## config.mk

```make
export PLATFORM = sky130hd
export DESIGN_NAME = mult_seq_ctrl
export DESIGN_NICKNAME = d
export VERILOG_FILES = /design/src/rtl/arith_pkg.sv /design/src/rtl/mult_seq_ctrl.sv
export SDC_FILE = /design/constraint.sdc
export NUM_CORES = 1
export LEC_CHECK = 0
export BUFFER_PORTS_ARGS = -buffer_cell sky130_fd_sc_hd__buf_2
export CORE_ASPECT_RATIO = 0.9
export CORE_MARGIN = 10
export CORE_UTILIZATION = 40
export CTS_BUF_LIST = sky130_fd_sc_hd__clkbuf_16
export DETAILED_ROUTE_END_ITERATION = 12
export PLACE_DENSITY = 0.67
export SLEW_MARGIN = 5
export SYNTH_ARGS = -nofsm -noshare
export SYNTH_HDL_FRONTEND = slang
export SYNTH_SLANG_ARGS = --single-unit
```

## constraint.sdc

```tcl
create_clock -name CLK -period 2.97 [get_ports CLK]
set_clock_uncertainty 0.2 [all_clocks]
set_input_delay 0.297 -clock CLK [delete_from_list [all_inputs] [get_ports CLK]]
set_output_delay 0.297 -clock CLK [all_outputs]
set_load 0.02 [all_outputs]
```

## src/rtl/arith_pkg.sv

```systemverilog
// Shared definitions for the 4-bit arithmetic unit and the controllers that drive it.
// The unit's bit order runs opposite to the controller's: rev4 converts between the two.
package arith_pkg;

    localparam int ALU_W = 4;

    typedef enum logic [1:0] {
        ST_IDLE  = 2'd0,
        ST_ADD   = 2'd1,
        ST_SHIFT = 2'd2,
        ST_DONE  = 2'd3
    } state_t;

    localparam logic [1:0] SEL_ADD  = 2'b00;
    localparam logic [1:0] SEL_SUB  = 2'b01;
    localparam logic [1:0] SEL_PASS = 2'b10;
    localparam logic [1:0] SEL_DEC  = 2'b11;

    function automatic logic [ALU_W-1:0] rev4(input logic [ALU_W-1:0] x);
        logic [ALU_W-1:0] r;
        for (int i = 0; i < ALU_W; i++) begin
            r[i] = x[ALU_W-1-i];
        end
        return r;
    endfunction

endpackage

```

## src/rtl/mult_seq_ctrl.sv

```systemverilog
// Shift-and-add 4x4 unsigned multiplier controller wrapped around an external
// 4-bit arithmetic unit; one add and one shift per multiplier bit.
module mult_seq_ctrl
    import arith_pkg::*;
(
    input  logic             CLK,
    input  logic             RST,
    input  logic             START,
    input  logic [ALU_W-1:0] MCAND,
    input  logic [ALU_W-1:0] MPLIER,
    output logic             SEL0,
    output logic             SEL1,
    output logic [ALU_W-1:0] ALU_A,
    output logic [ALU_W-1:0] ALU_B,
    output logic             ALU_CIN,
    input  logic [ALU_W-1:0] ALU_D,
    input  logic             ALU_COUT,
    output logic [7:0]       PRODUCT,
    output logic             BUSY,
    output logic             DONE
);

    state_t           state_q, state_d;
    logic [ALU_W-1:0] m_q, m_d;
    logic [ALU_W-1:0] acc_q, acc_d;
    logic [ALU_W-1:0] q_q, q_d;
    logic             c_q, c_d;
    logic [1:0]       cnt_q, cnt_d;
    logic [7:0]       product_q, product_d;

    logic [1:0]       sel;
    logic [8:0]       shift_v;
    logic             start_ok;

    always_ff @(posedge CLK) begin
        if (RST) begin
            state_q   <= ST_IDLE;
            m_q       <= '0;
            acc_q     <= '0;
            q_q       <= '0;
            c_q       <= 1'b0;
            cnt_q     <= '0;
            product_q <= '0;
        end else begin
            state_q   <= state_d;
            m_q       <= m_d;
            acc_q     <= acc_d;
            q_q       <= q_d;
            c_q       <= c_d;
            cnt_q     <= cnt_d;
            product_q <= product_d;
        end
    end

    always_comb begin
        state_d   = state_q;
        m_d       = m_q;
        acc_d     = acc_q;
        q_d       = q_q;
        c_d       = c_q;
        cnt_d     = cnt_q;
        product_d = product_q;
        sel       = SEL_PASS;
        ALU_A     = '0;
        ALU_B     = '0;
        ALU_CIN   = 1'b0;
        shift_v   = {c_q, acc_q, q_q} >> 1;
        start_ok  = START && (state_q == ST_IDLE || state_q == ST_DONE);

        case (state_q)
            ST_IDLE: ;
            ST_ADD: begin
                ALU_A = rev4(acc_q);
                ALU_B = rev4(m_q);
                // A zero multiplier bit passes acc through unchanged instead of adding.
                sel   = q_q[0] ? SEL_ADD : SEL_PASS;
                c_d   = ALU_COUT;
                acc_d = rev4(ALU_D);
                state_d = ST_SHIFT;
            end
            ST_SHIFT: begin
                c_d   = shift_v[8];
                acc_d = shift_v[7:4];
                q_d   = shift_v[3:0];
                cnt_d = cnt_q + 2'd1;
                if (cnt_q == 2'd3) begin
                    product_d = shift_v[7:0];
                    state_d   = ST_DONE;
                end else begin
                    state_d   = ST_ADD;
                end
            end
            ST_DONE: state_d = ST_IDLE;
            default: state_d = ST_IDLE;
        endcase

        if (start_ok) begin
            m_d     = MCAND;
            q_d     = MPLIER;
            acc_d   = '0;
            c_d     = 1'b0;
            cnt_d   = '0;
            state_d = ST_ADD;
        end
    end

    assign SEL1    = sel[1];
    assign SEL0    = sel[0];
    assign PRODUCT = product_q;
    assign BUSY    = (state_q == ST_ADD) || (state_q == ST_SHIFT);
    assign DONE    = (state_q == ST_DONE);

endmodule

```

==> impl_metrics.json <==
{
  "outcome": "finished, final reports clean",
  "power.density_cell_area_nw_per_um2": 873,
  "p_sw_frac": 0.368,
  "fmax_mhz": 471,
  "drive_above_1_share": 0.255,
  "die_width_um": 76.8,
  "cts_setup_buffers": 0,
  "cpLargestDelayFamily": "simple AND/OR/NAND/NOR gates",
  "synth-xor-area-share": 0.00753,
  "synth_top_family_by_area": "simple AND/OR/NAND/NOR gates",
  "cts_tree": "built",
  "tns_ns": 0,
  "netlist_area_sq_um": 1160,
  "start_kind": "flop",
  "numCtsBuffers": 3,
  "synth.top_cells.by_count": "dfxtp_1, nand2_1, a21oi_1",
  "arrival_ns": 2.09,
  "antenna_cells": 0,
  "drc": 0,
  "row_count": 18,
  "synthCells": 132,
  "coreArea_sq_um": 2770,
  "synthFlopType": "dfxtp_1",
  "critPathBufInv": 1,
  "synth-simple-area-share": 0.211,
  "maxCapViolations": 0,
  "nets": 183,
  "synth_compound_area_frac": 0.136,
  "grt_pass1_vias": 1002,
  "cpMaxStageDelayCell": "ha_1",
  "synth_most_common_cell": "dfxtp_1",
  "syn_to_final_growth_pct": 19.9,
  "first_iter_violations": 47,
  "cts.sinks": 25,
  "yosys_warnings": 0,
  "h-tree-depth": 1,
  "hp-start": "MCAND[1]",
  "initial_core_util": 0.420,
  "detailroute.via_count": 951,
  "grt_use_total": 0.103,
  "crit_type": "flop to flop",
  "required_ns": 2.94,
  "p_comb_frac": 0.369,
  "synth_seq_cells": 25,
  "worstSetupEndpointType": "flop",
  "cts_root_buf": "clkbuf_16",
  "hold_end": "m_q[1]",
  "yosys-top-cells-area": "dfxtp_1, mux2i_1, a21oi_1",
  "holdBufCountCts": 0,
  "synthMuxAreaShare": 0.0775,
  "p_int_w": 0.000769,
  "whs_path_depth": 3,
  "layout_min_cycle_time_ns": 2.12,
  "netlist-cell-type-count": 24,
  "ir_worst_vdd_mv": 0.375,
  "hold_viol_final": 0,
  "r2r-start": "state_q[0]",
  "hp-class": "input port to flop",
  "antenna_left": 0,
  "vias_per_cell": 4.73,
  "place_inst": 197,
  "die_height_um": 71.1,
  "fill_cells": 276,
  "period_share": 0.715,
  "synth_top_area_cell": "dfxtp_1",
  "p_clk_frac": 0.248,
  "wirelength_mm": 2.74,
  "drv_slew": 0,
  "rsz0062_at_grt": "false",
  "r2r_setup_slack_ns": 0.85,
  "p_sw_w": 0.000448,
  "worst-path-max-fanout": 15,
  "avgSynthCellArea_sq_um": 8.81,
  "clockBufferDepth": 2,
  "place_congestion": 0.750,
  "synth_top_area_frac": 0.431,
  "reg2regPathDepth": 5,
  "grt_pass1_wl_mm": 4.66,
  "stdcell_count": 201,
  "setup_viol": 0,
  "dp_hpwl_mm": 1.98,
  "synth-async-reset-ratio": 0,
  "first_pass_iters": 4,
  "ys_seq_area_frac": 0.431,
  "fp.dieArea_sq_um": 5460,
  "max_stage_delay_ns": 0.54,
  "antenna_found_initial": 0,
  "numPortBuffers": 34,
  "synth_edf_count": 0,
  "seq_power_share": 0.383,
  "clk_latency_ns": 0.26,
  "p_leak_nw": 0.589,
  "grt.overflow.total": 0,
  "r2r_end": "acc_q[1]",
  "synth_fa_ha_area_frac": 0.0538,
  "ios": 37,
  "avgRoutedWirePerCell_um": 13.6,
  "grt_start_max_net_pins": 23,
  "cts.clk_slew.worst_paths_ns": 0.06,
  "crit_chain": "inv_1 -> ha_1 -> nand2b_2 -> nand2b_1 -> a211oi_1",
  "cts-resized-gates": 0
}
-- metal layers --
layer	share of wire	track usage	vias to the layer above
li1	-	-	498
met1	0.47	0.124	415
met2	0.41	0.153	34
met3	0.10	0.0505	4
met4	0.015	0.0433	0
met5	0	0	-
-- cell families (layout without fill, tap and decap cells) --
kind of cell	Yosys count	after routing
simple gates	52	52
compound gates	25	25
flops	25	25
buf+inv	14	42
mux	9	9
fa+ha+maj	5	5
other cells	1	2
xor+xnor	1	1
-- sequential cells by signal, indices dropped and copies added, names as in the netlist --
name / flops
PRODUCT: 8
c_q: 1
acc_q: 4
state_q: 2
q_q: 4
m_q: 4
cnt_q: 2
-- power groups by stage --
stage / Sequential [W] / Combinational [W] / Clock (W)
after global routing: 0.000474 / 0.000509 / 0.000320
after floorplan: 0.000457 / 0.000397 / 0
final: 0.000466 / 0.000448 / 0.000302
after detailed placement: 0.000472 / 0.000448 / 0
after global placement: 0.000471 / 0.000435 / 0
after CTS: 0.000466 / 0.000451 / 0.000310
-- worst min-delay path: cells and delay by family --
family,cells,cell delay (ns)
buffers and inverters,1,0.09
AOI/OAI and AO/OA,1,0.05
and+or+nand+nor,1,0.04
-- per-stage QoR --
stage	setup WS, ns	cell area [sq um]	power (W)	hold WS (ns)	util
floorplan	1.28	1170	0.000854	0.232	-
global placement	0.956	1310	0.000906	0.243	0.473
detailed placement	0.876	1310	0.000921	0.245	0.473
CTS	0.851	1390	0.00123	0.0669	0.503
global route	0.641	1390	0.00130	0.0901	0.503
finish	0.845	1390	0.00122	0.0690	0.503
-- how the worst max path moves through the flow --
stage | start | endpoint | slack, ns | cells after the start
2_1_floorplan | state_q[0] | state_q[1] | 1.28 | 6
3_3_place_gp | state_q[0] | state_q[1] | 0.96 | 5
3_5_place_dp | state_q[0] | acc_q[2] | 0.88 | 5
4_1_cts | state_q[0] | acc_q[1] | 0.85 | 5
5_1_grt | state_q[0] | acc_q[1] | 0.64 | 5
6_report | state_q[0] | acc_q[1] | 0.85 | 5
-- cell usage in the layout (no fill, tap or decap), drive strengths merged --
cell type  instances
conb               2
xnor2              1
nand3b             1
a21oi             14
and2               8
nand2b             3
o21a               1
mux2i              9
nor2              12
and2b              1
clkinvlp           1
clkbuf             3
dfxtp             25
nand3              8
nand2             18
ha                 5
nor4               1
inv                3
buf               35
a211oi            10
-- final cells by class --
cell class | instances | area [sq um] | share of cell area
inverter | 3 | 11.3 | 0.00808
clock buffer | 3 | 75.1 | 0.0539
multi-input combinational | 94 | 572 | 0.410
sequential | 25 | 500 | 0.359
tap | 40 | 50.0 | 0.0359
timing repair buffer | 35 | 178 | 0.127
clock inverter | 1 | 7.51 | 0.00539
(Power assumes the default switching activity.)
